### src/rtl/mem_stage_lsu.sv
// RV32I memory stage: issues loads/stores on a req/gnt/rvalid bus and fills the MEM/WB register.
// Define LSU_MISALIGN_TRAP_EN to flag misaligned accesses instead of issuing them aligned down.
module mem_stage_lsu #(
  parameter int unsigned XLEN = 32
) (
  input  logic            CLK,
  input  logic            rst_n,
  input  logic            ex_mem_valid_i,
  input  logic [31:0]     pc_i,
  input  logic [XLEN-1:0] addr_i,
  input  logic [XLEN-1:0] store_data_i,
  input  logic [2:0]      funct3_i,
  input  logic            mem_rd_en_i,
  input  logic            mem_wr_en_i,
  input  logic [4:0]      rd_i,
  input  logic            reg_wr_en_i,
  input  logic [1:0]      src_to_reg_i,
  output logic            dbus_req_o,
  output logic            dbus_we_o,
  output logic [XLEN-1:0] dbus_addr_o,
  output logic [3:0]      dbus_be_o,
  output logic [XLEN-1:0] dbus_wdata_o,
  input  logic            dbus_gnt_i,
  input  logic            dbus_rvalid_i,
  input  logic [XLEN-1:0] dbus_rdata_i,
  output logic            lsu_stall_o,
  output logic            wb_valid_o,
  output logic [31:0]     wb_pc_o,
  output logic [XLEN-1:0] wb_alu_o,
  output logic [XLEN-1:0] wb_load_o,
  output logic [4:0]      wb_rd_o,
  output logic            wb_reg_wr_en_o,
  output logic [1:0]      wb_src_to_reg_o,
  output logic            misalign_o
);

  typedef enum logic [1:0] {StIdle, StReq, StWait} state_e;

  state_e          r_state;
  logic            r_wb_valid;
  logic [31:0]     r_wb_pc;
  logic [XLEN-1:0] r_wb_alu;
  logic [XLEN-1:0] r_wb_load;
  logic [4:0]      r_wb_rd;
  logic            r_wb_reg_wr_en;
  logic [1:0]      r_wb_src_to_reg;

  logic            w_mem_op;
  logic            w_trap;
  logic            w_issue;
  logic            w_rsp;
  logic [3:0]      w_be;
  logic [XLEN-1:0] w_wdata;
  logic [XLEN-1:0] w_shift;
  logic [XLEN-1:0] w_load_fmt;

  assign w_mem_op = ex_mem_valid_i & (mem_rd_en_i | mem_wr_en_i);

`ifdef LSU_MISALIGN_TRAP_EN
  logic w_misalign;
  logic r_misalign;

  always_comb begin
    w_misalign = 1'b0;
    case (funct3_i[1:0])
      2'b00:   w_misalign = 1'b0;
      2'b01:   w_misalign = addr_i[0];
      default: w_misalign = (addr_i[1:0] != 2'b00);
    endcase
  end

  assign w_trap     = w_mem_op & w_misalign;
  assign misalign_o = r_misalign;

  always_ff @(posedge CLK or negedge rst_n) begin
    if (!rst_n) begin
      r_misalign <= 1'b0;
    end else if (lsu_stall_o) begin
      r_misalign <= 1'b0;
    end else begin
      r_misalign <= w_trap;
    end
  end
`else
  assign w_trap     = 1'b0;
  assign misalign_o = 1'b0;
`endif

  assign w_issue     = w_mem_op & ~w_trap;
  assign dbus_req_o  = w_issue & (r_state != StWait);
  assign w_rsp       = (r_state == StWait) & dbus_rvalid_i;
  // Loads always stall through the grant cycle; stores only until granted.
  assign lsu_stall_o = ((r_state == StWait) & ~dbus_rvalid_i) |
                       (dbus_req_o & (~dbus_gnt_i | mem_rd_en_i));

  always_comb begin
    w_be    = 4'b1111;
    w_wdata = store_data_i;
    case (funct3_i[1:0])
      2'b00: begin
        w_be    = 4'b0001 << addr_i[1:0];
        w_wdata = {4{store_data_i[7:0]}};
      end
      2'b01: begin
        w_be    = 4'b0011 << {addr_i[1], 1'b0};
        w_wdata = {2{store_data_i[15:0]}};
      end
      default: begin
        w_be    = 4'b1111;
        w_wdata = store_data_i;
      end
    endcase
  end

  assign dbus_we_o    = dbus_req_o & mem_wr_en_i;
  assign dbus_addr_o  = dbus_req_o ? {addr_i[XLEN-1:2], 2'b00} : '0;
  assign dbus_be_o    = dbus_req_o ? w_be : 4'b0000;
  assign dbus_wdata_o = dbus_we_o ? w_wdata : '0;

  assign w_shift = dbus_rdata_i >> {addr_i[1:0], 3'b000};

  always_comb begin
    w_load_fmt = w_shift;
    case (funct3_i)
      3'b000:  w_load_fmt = {{(XLEN-8){w_shift[7]}}, w_shift[7:0]};
      3'b001:  w_load_fmt = {{(XLEN-16){w_shift[15]}}, w_shift[15:0]};
      3'b100:  w_load_fmt = {{(XLEN-8){1'b0}}, w_shift[7:0]};
      3'b101:  w_load_fmt = {{(XLEN-16){1'b0}}, w_shift[15:0]};
      default: w_load_fmt = w_shift;
    endcase
  end

  always_ff @(posedge CLK or negedge rst_n) begin
    if (!rst_n) begin
      r_state <= StIdle;
    end else begin
      unique case (r_state)
        StIdle, StReq: begin
          if (!w_issue) begin
            r_state <= StIdle;
          end else if (dbus_gnt_i) begin
            r_state <= mem_rd_en_i ? StWait : StIdle;
          end else begin
            r_state <= StReq;
          end
        end
        StWait: begin
          if (dbus_rvalid_i) r_state <= StIdle;
        end
        default: r_state <= StIdle;
      endcase
    end
  end

  // Stalled cycles insert a bubble; payload fields keep their last value.
  always_ff @(posedge CLK or negedge rst_n) begin
    if (!rst_n) begin
      r_wb_valid      <= 1'b0;
      r_wb_pc         <= '0;
      r_wb_alu        <= '0;
      r_wb_load       <= '0;
      r_wb_rd         <= '0;
      r_wb_reg_wr_en  <= 1'b0;
      r_wb_src_to_reg <= '0;
    end else if (lsu_stall_o) begin
      r_wb_valid      <= 1'b0;
      r_wb_reg_wr_en  <= 1'b0;
    end else begin
      r_wb_valid      <= ex_mem_valid_i;
      r_wb_pc         <= pc_i;
      r_wb_alu        <= addr_i;
      r_wb_load       <= w_rsp ? w_load_fmt : '0;
      r_wb_rd         <= rd_i;
      r_wb_reg_wr_en  <= ex_mem_valid_i & reg_wr_en_i & ~w_trap;
      r_wb_src_to_reg <= src_to_reg_i;
    end
  end

  assign wb_valid_o      = r_wb_valid;
  assign wb_pc_o         = r_wb_pc;
  assign wb_alu_o        = r_wb_alu;
  assign wb_load_o       = r_wb_load;
  assign wb_rd_o         = r_wb_rd;
  assign wb_reg_wr_en_o  = r_wb_reg_wr_en;
  assign wb_src_to_reg_o = r_wb_src_to_reg;

endmodule

### config.mk
export PLATFORM = sky130hd
export DESIGN_NAME = mem_stage_lsu
export DESIGN_NICKNAME = d
export VERILOG_FILES = /design/src/rtl/mem_stage_lsu.sv
export SDC_FILE = /design/constraint.sdc
export NUM_CORES = 1
export LEC_CHECK = 0
export ABC_AREA = 1
export ABC_CLOCK_PERIOD_IN_PS = 1600
export CAP_MARGIN = 20
export CORE_MARGIN = 2
export CORE_UTILIZATION = 35
export CTS_CLUSTER_SIZE = 16
export DETAILED_ROUTE_END_ITERATION = 12
export MAX_ROUTING_LAYER = met4
export PLACE_DENSITY = 0.8
export SYNTH_ARGS = -nofsm -noshare
export SYNTH_HDL_FRONTEND = slang
export SYNTH_SLANG_ARGS = --single-unit
### constraint.sdc
create_clock -name CLK -period 1.6 [get_ports CLK]
set_clock_uncertainty 0.1 [all_clocks]
set_input_delay 0.4 -clock CLK [delete_from_list [all_inputs] [get_ports CLK]]
set_output_delay 0.4 -clock CLK [all_outputs]
set_load 0.01 [all_outputs]
==> impl_summary.md <==
Die
After floorplanning, the core was sized to cover approximately 16000 um2. From bottom edge to top edge, the die measures between 100 and 150 um. The initial core utilization is 35.7%. Row generation in the floorplan step produced 46 rows. In this run the count of I/O pins placed on the die edge is 323. The die covers 17100 um2. Measured along the x axis, the die boundary spans 131 um.

Yosys
After synthesis the netlist holds a flip-flop and latch count of roughly 110. The cell area after technology mapping is approximately 5600 um2. In this run the mean area of a mapped cell was 7.09 um2.

Sequential elements use between 40% and 50% of the synthesized area. After synthesis, the netlist uses 25 different library cells. Synthesis produced between 700 and 800 cells. For this run, the number of Yosys warnings is 0.

Worst setup path
The class of the most critical setup path is register to output port. The worst endpoint data arrival time is between 1500 and 2000 ps. The maximum fanout count along the critical path is 3. The cell that appears most often on the critical path is sky130_fd_sc_hd__buf_6. The signal on the critical path passes through inv_2, nor2_4, nor2_4, buf_4, buf_6, buf_6, buf_6, o21ai_4, nand2_4, buf_6.

At the worst endpoint, the required time is about 1100 ps. The worst setup path is captured at an output port. The kind of start point of the critical path is a register. The library cell contributing the largest single delay on the critical path is sky130_fd_sc_hd__dfrtp_1. For this run, the slowest stage of the critical path takes between 300 and 400 ps.

Final layout
The final core utilization is 73.1%. The area growth from synthesis to layout is 105%. The layout has 1125 filler cells. The number of nets in the layout is 1336.

The number of antenna cells inserted is 0. The final cell count without fillers is 1410. The post-route netlist has 31.7% of its cells at a drive strength greater than 1.

Clock network
No sink is reached through more buffers than the 2 on the longest clock path. The TritonCTS clock tree is yes. The clock reaches the later pin of the worst-skew pair after around 340 ps.

The buffer type at the clock tree root is sky130_fd_sc_hd__clkbuf_16. The clock-pin slew reported for the worst setup and hold paths after clock tree synthesis is roughly 70 ps. For this design, the sink count on the clock tree is about 110. The clock buffer count from CTS is 9. The clock tree synthesis step divided the H-tree into 3 levels.

Status
The run finished, with violations left. The final reports fail on negative setup slack.

STA
The time the final worst path needs with I/O delays and setup is around 2200 ps. The worst path uses 139% of the clock period. Across all setup checks in the final design, the least slack found is -622 ps. The total setup violations reported at the end of the flow is 174. Setup repair after global routing could not meet its margin everywhere.

For this run, the top clock speed supported by timing is ~450 MHz. Summed over all failing endpoints, the final setup total negative slack is -84630 ps. The final count of hold timing violations came to 0. On the final layout, the worst hold slack is about 370 ps. The number of max-slew violations in the final report is 0.

Global routing
Entering global routing, the biggest net connects 54 pins. The via count of the first global-routing pass was approximately 6.5k. Global routing used between 20 and 30% of the available tracks across all layers. The initial antenna violation count is 0.

For this run the aggregate overflow at the end of global routing stands at 0. The wire length of the first global-routing pass is about 35 mm.

Route
The total wire length after detailed routing is 27.6 mm. The number of remaining DRC errors is 0. The number of vias per cell is around 5.

In the final routed layout, each cell accounts on average for 19.6 um. The first routing iteration left 540 violations. The detail route stage leaves a number of antenna-violating nets equal to 0.

The pre-antenna-repair detailed-routing pass consisted of 5 iterations. Detailed routing inserted a total of just over 7k vias.

Power and ir drop
The total leakage power is ~6.7 nW. The highest ir drop seen on vdd is 0.586 mV. The power density over the cells is between 700 and 800 nW/um2.

Placement
The number of placed instances, taps included, is about 1.4k. The final RePlAce weighted congestion is approximately 0.85. The number of port buffers is ~320.

The HPWL after detailed placement is around 17 mm.

Hold path
The type of the most critical hold path is register to register.

Flow run
Across the run, the number of max-cap violations was 0.
metal layers:
metal  wire (um)  track usage, %
met5           0               -
met3        2030            5.13
met2       14200            49.4
met1       10100            32.8
met4        1240            9.32
layout by cell type, fill, tap and decap left out, types with 3 or more instances in the layout:
cell type	Yosys	routed
sky130_fd_sc_hd__nor2_1	77	25
sky130_fd_sc_hd__clkdlybuf4s50_1	0	138
sky130_fd_sc_hd__dlygate4sd2_1	0	22
sky130_fd_sc_hd__buf_6	7	51
sky130_fd_sc_hd__o22ai_1	7	7
sky130_fd_sc_hd__clkdlybuf4s15_2	0	3
sky130_fd_sc_hd__nor2_4	1	39
sky130_fd_sc_hd__nand2_1	318	232
sky130_fd_sc_hd__dfrtp_1	107	107
sky130_fd_sc_hd__nand2_4	0	15
sky130_fd_sc_hd__nor2_2	2	16
sky130_fd_sc_hd__buf_4	4	65
sky130_fd_sc_hd__a21oi_2	0	5
sky130_fd_sc_hd__buf_2	12	29
sky130_fd_sc_hd__clkbuf_16	0	15
sky130_fd_sc_hd__inv_1	46	43
sky130_fd_sc_hd__a21oi_1	42	36
sky130_fd_sc_hd__nand2_2	3	74
sky130_fd_sc_hd__dlymetal6s2s_1	0	87
sky130_fd_sc_hd__nor3_4	0	3
sky130_fd_sc_hd__nor3_2	0	11
sky130_fd_sc_hd__conb_1	1	3
sky130_fd_sc_hd__nand3_1	100	100
sky130_fd_sc_hd__buf_16	0	16
sky130_fd_sc_hd__buf_8	0	3
sky130_fd_sc_hd__buf_12	0	14
sky130_fd_sc_hd__o21ai_0	9	7
cells by family after synthesis:
family | after synthesis | synth area share (%)
simple gates | 518 | 37.8
flops | 107 | 47.6
buf+inv | 105 | 8.47
compound gates | 62 | 6.03
other cells | 1 | 0.0667
cell usage after synthesis:
cell / n / area, um2
sky130_fd_sc_hd__nand2_1: 318 / 1190
sky130_fd_sc_hd__dfrtp_1: 107 / 2680
sky130_fd_sc_hd__nand3_1: 100 / 500
sky130_fd_sc_hd__nor2_1: 77 / 289
sky130_fd_sc_hd__inv_1: 46 / 173
sky130_fd_sc_hd__a21oi_1: 42 / 210
sky130_fd_sc_hd__clkbuf_1: 32 / 120
sky130_fd_sc_hd__nor3_1: 15 / 75.1
sky130_fd_sc_hd__buf_2: 12 / 60.1
sky130_fd_sc_hd__o21ai_0: 9 / 45.0
sky130_fd_sc_hd__buf_6: 7 / 78.8
sky130_fd_sc_hd__o22ai_1: 7 / 43.8
sky130_fd_sc_hd__buf_4: 4 / 30.0
sky130_fd_sc_hd__clkinv_1: 3 / 11.3
sky130_fd_sc_hd__nand2_2: 3 / 18.8
sky130_fd_sc_hd__nor2_2: 2 / 12.5
sky130_fd_sc_hd__conb_1: 1 / 3.75
sky130_fd_sc_hd__inv_2: 1 / 3.75
sky130_fd_sc_hd__nand3_2: 1 / 10.0
sky130_fd_sc_hd__nand3_4: 1 / 17.5
sky130_fd_sc_hd__nor2_4: 1 / 11.3
sky130_fd_sc_hd__o211ai_1: 1 / 7.51
sky130_fd_sc_hd__o21ai_2: 1 / 8.76
sky130_fd_sc_hd__o21ai_4: 1 / 16.3
sky130_fd_sc_hd__o31ai_1: 1 / 7.51
power breakdown:
part	switching (mW)	total [mW]	internal, mW
clock	1.10	2.17	1.07
sequential	0.182	3.15	2.96
combinational	1.52	3.16	1.64
timing repair:
| action | 4_1_cts | 5_1_grt |
|---|---|---|
| gates resized for setup | 365 | 260 |
| cloned | 16 | 7 |
| pin swaps | 5 | 5 |
| hold buffers | 1 | 0 |
| endpoints found under the hold margin | 22 | 0 |
| buffers inserted | 13 | 8 |
| endpoints found under the setup margin | 280 | 262 |
worst max-delay path, delay by kind of cell (launching register included):
family          cells  cell delay (ps)
buf+inv             6              640
simple gates        3              290
flops               1              380
compound gates      1               70
cell type report:
cell class,instances,area (um2),area share [%]
Clock buffer,9,225,1.95
Clock inverter,6,48.8,0.423
Tap cell,216,270,2.34
Multi-Input combinational cell,583,3220,27.9
Sequential cell,107,2680,23.2
Inverter,50,198,1.72
Timing Repair Buffer,439,4890,42.4
worst paths after layout:
| path | cells after the start | start | endpoint | slack, ps |
|---|---|---|---|---|
| max in group asynchronous | 3 | rst_n | wb_alu_o[28] | 460 |
| min in group asynchronous | 2 | rst_n | wb_pc_o[23] | 430 |
| setup / recovery | 10 | r_state[1] | lsu_stall_o | -620 |
| hold / removal | 2 | wb_load_o[6] | wb_load_o[6] | 370 |
| hold reg to reg | 2 | wb_load_o[6] | wb_load_o[6] | 370 |
| setup reg to reg | 15 | r_state[1] | wb_alu_o[3] | -590 |
stage by stage:
step,worst slack (ps),area [um2],power (mW)
finish,-622,11500,8.47
global route,-681,11500,8.80
CTS,-610,10500,8.11
detailed placement,-1180,9740,5.63
global placement,-1140,9740,5.58
floorplan,-72.6,5940,4.13
state kept, by name (all words and copies together) (netlist names):
register	cells
wb_alu_o	32
wb_load_o	32
wb_pc_o	32
wb_rd_o	5
r_state	2
wb_src_to_reg_o	2
wb_reg_wr_en_o	1
wb_valid_o	1
Power figures use the tool's default switching activity.
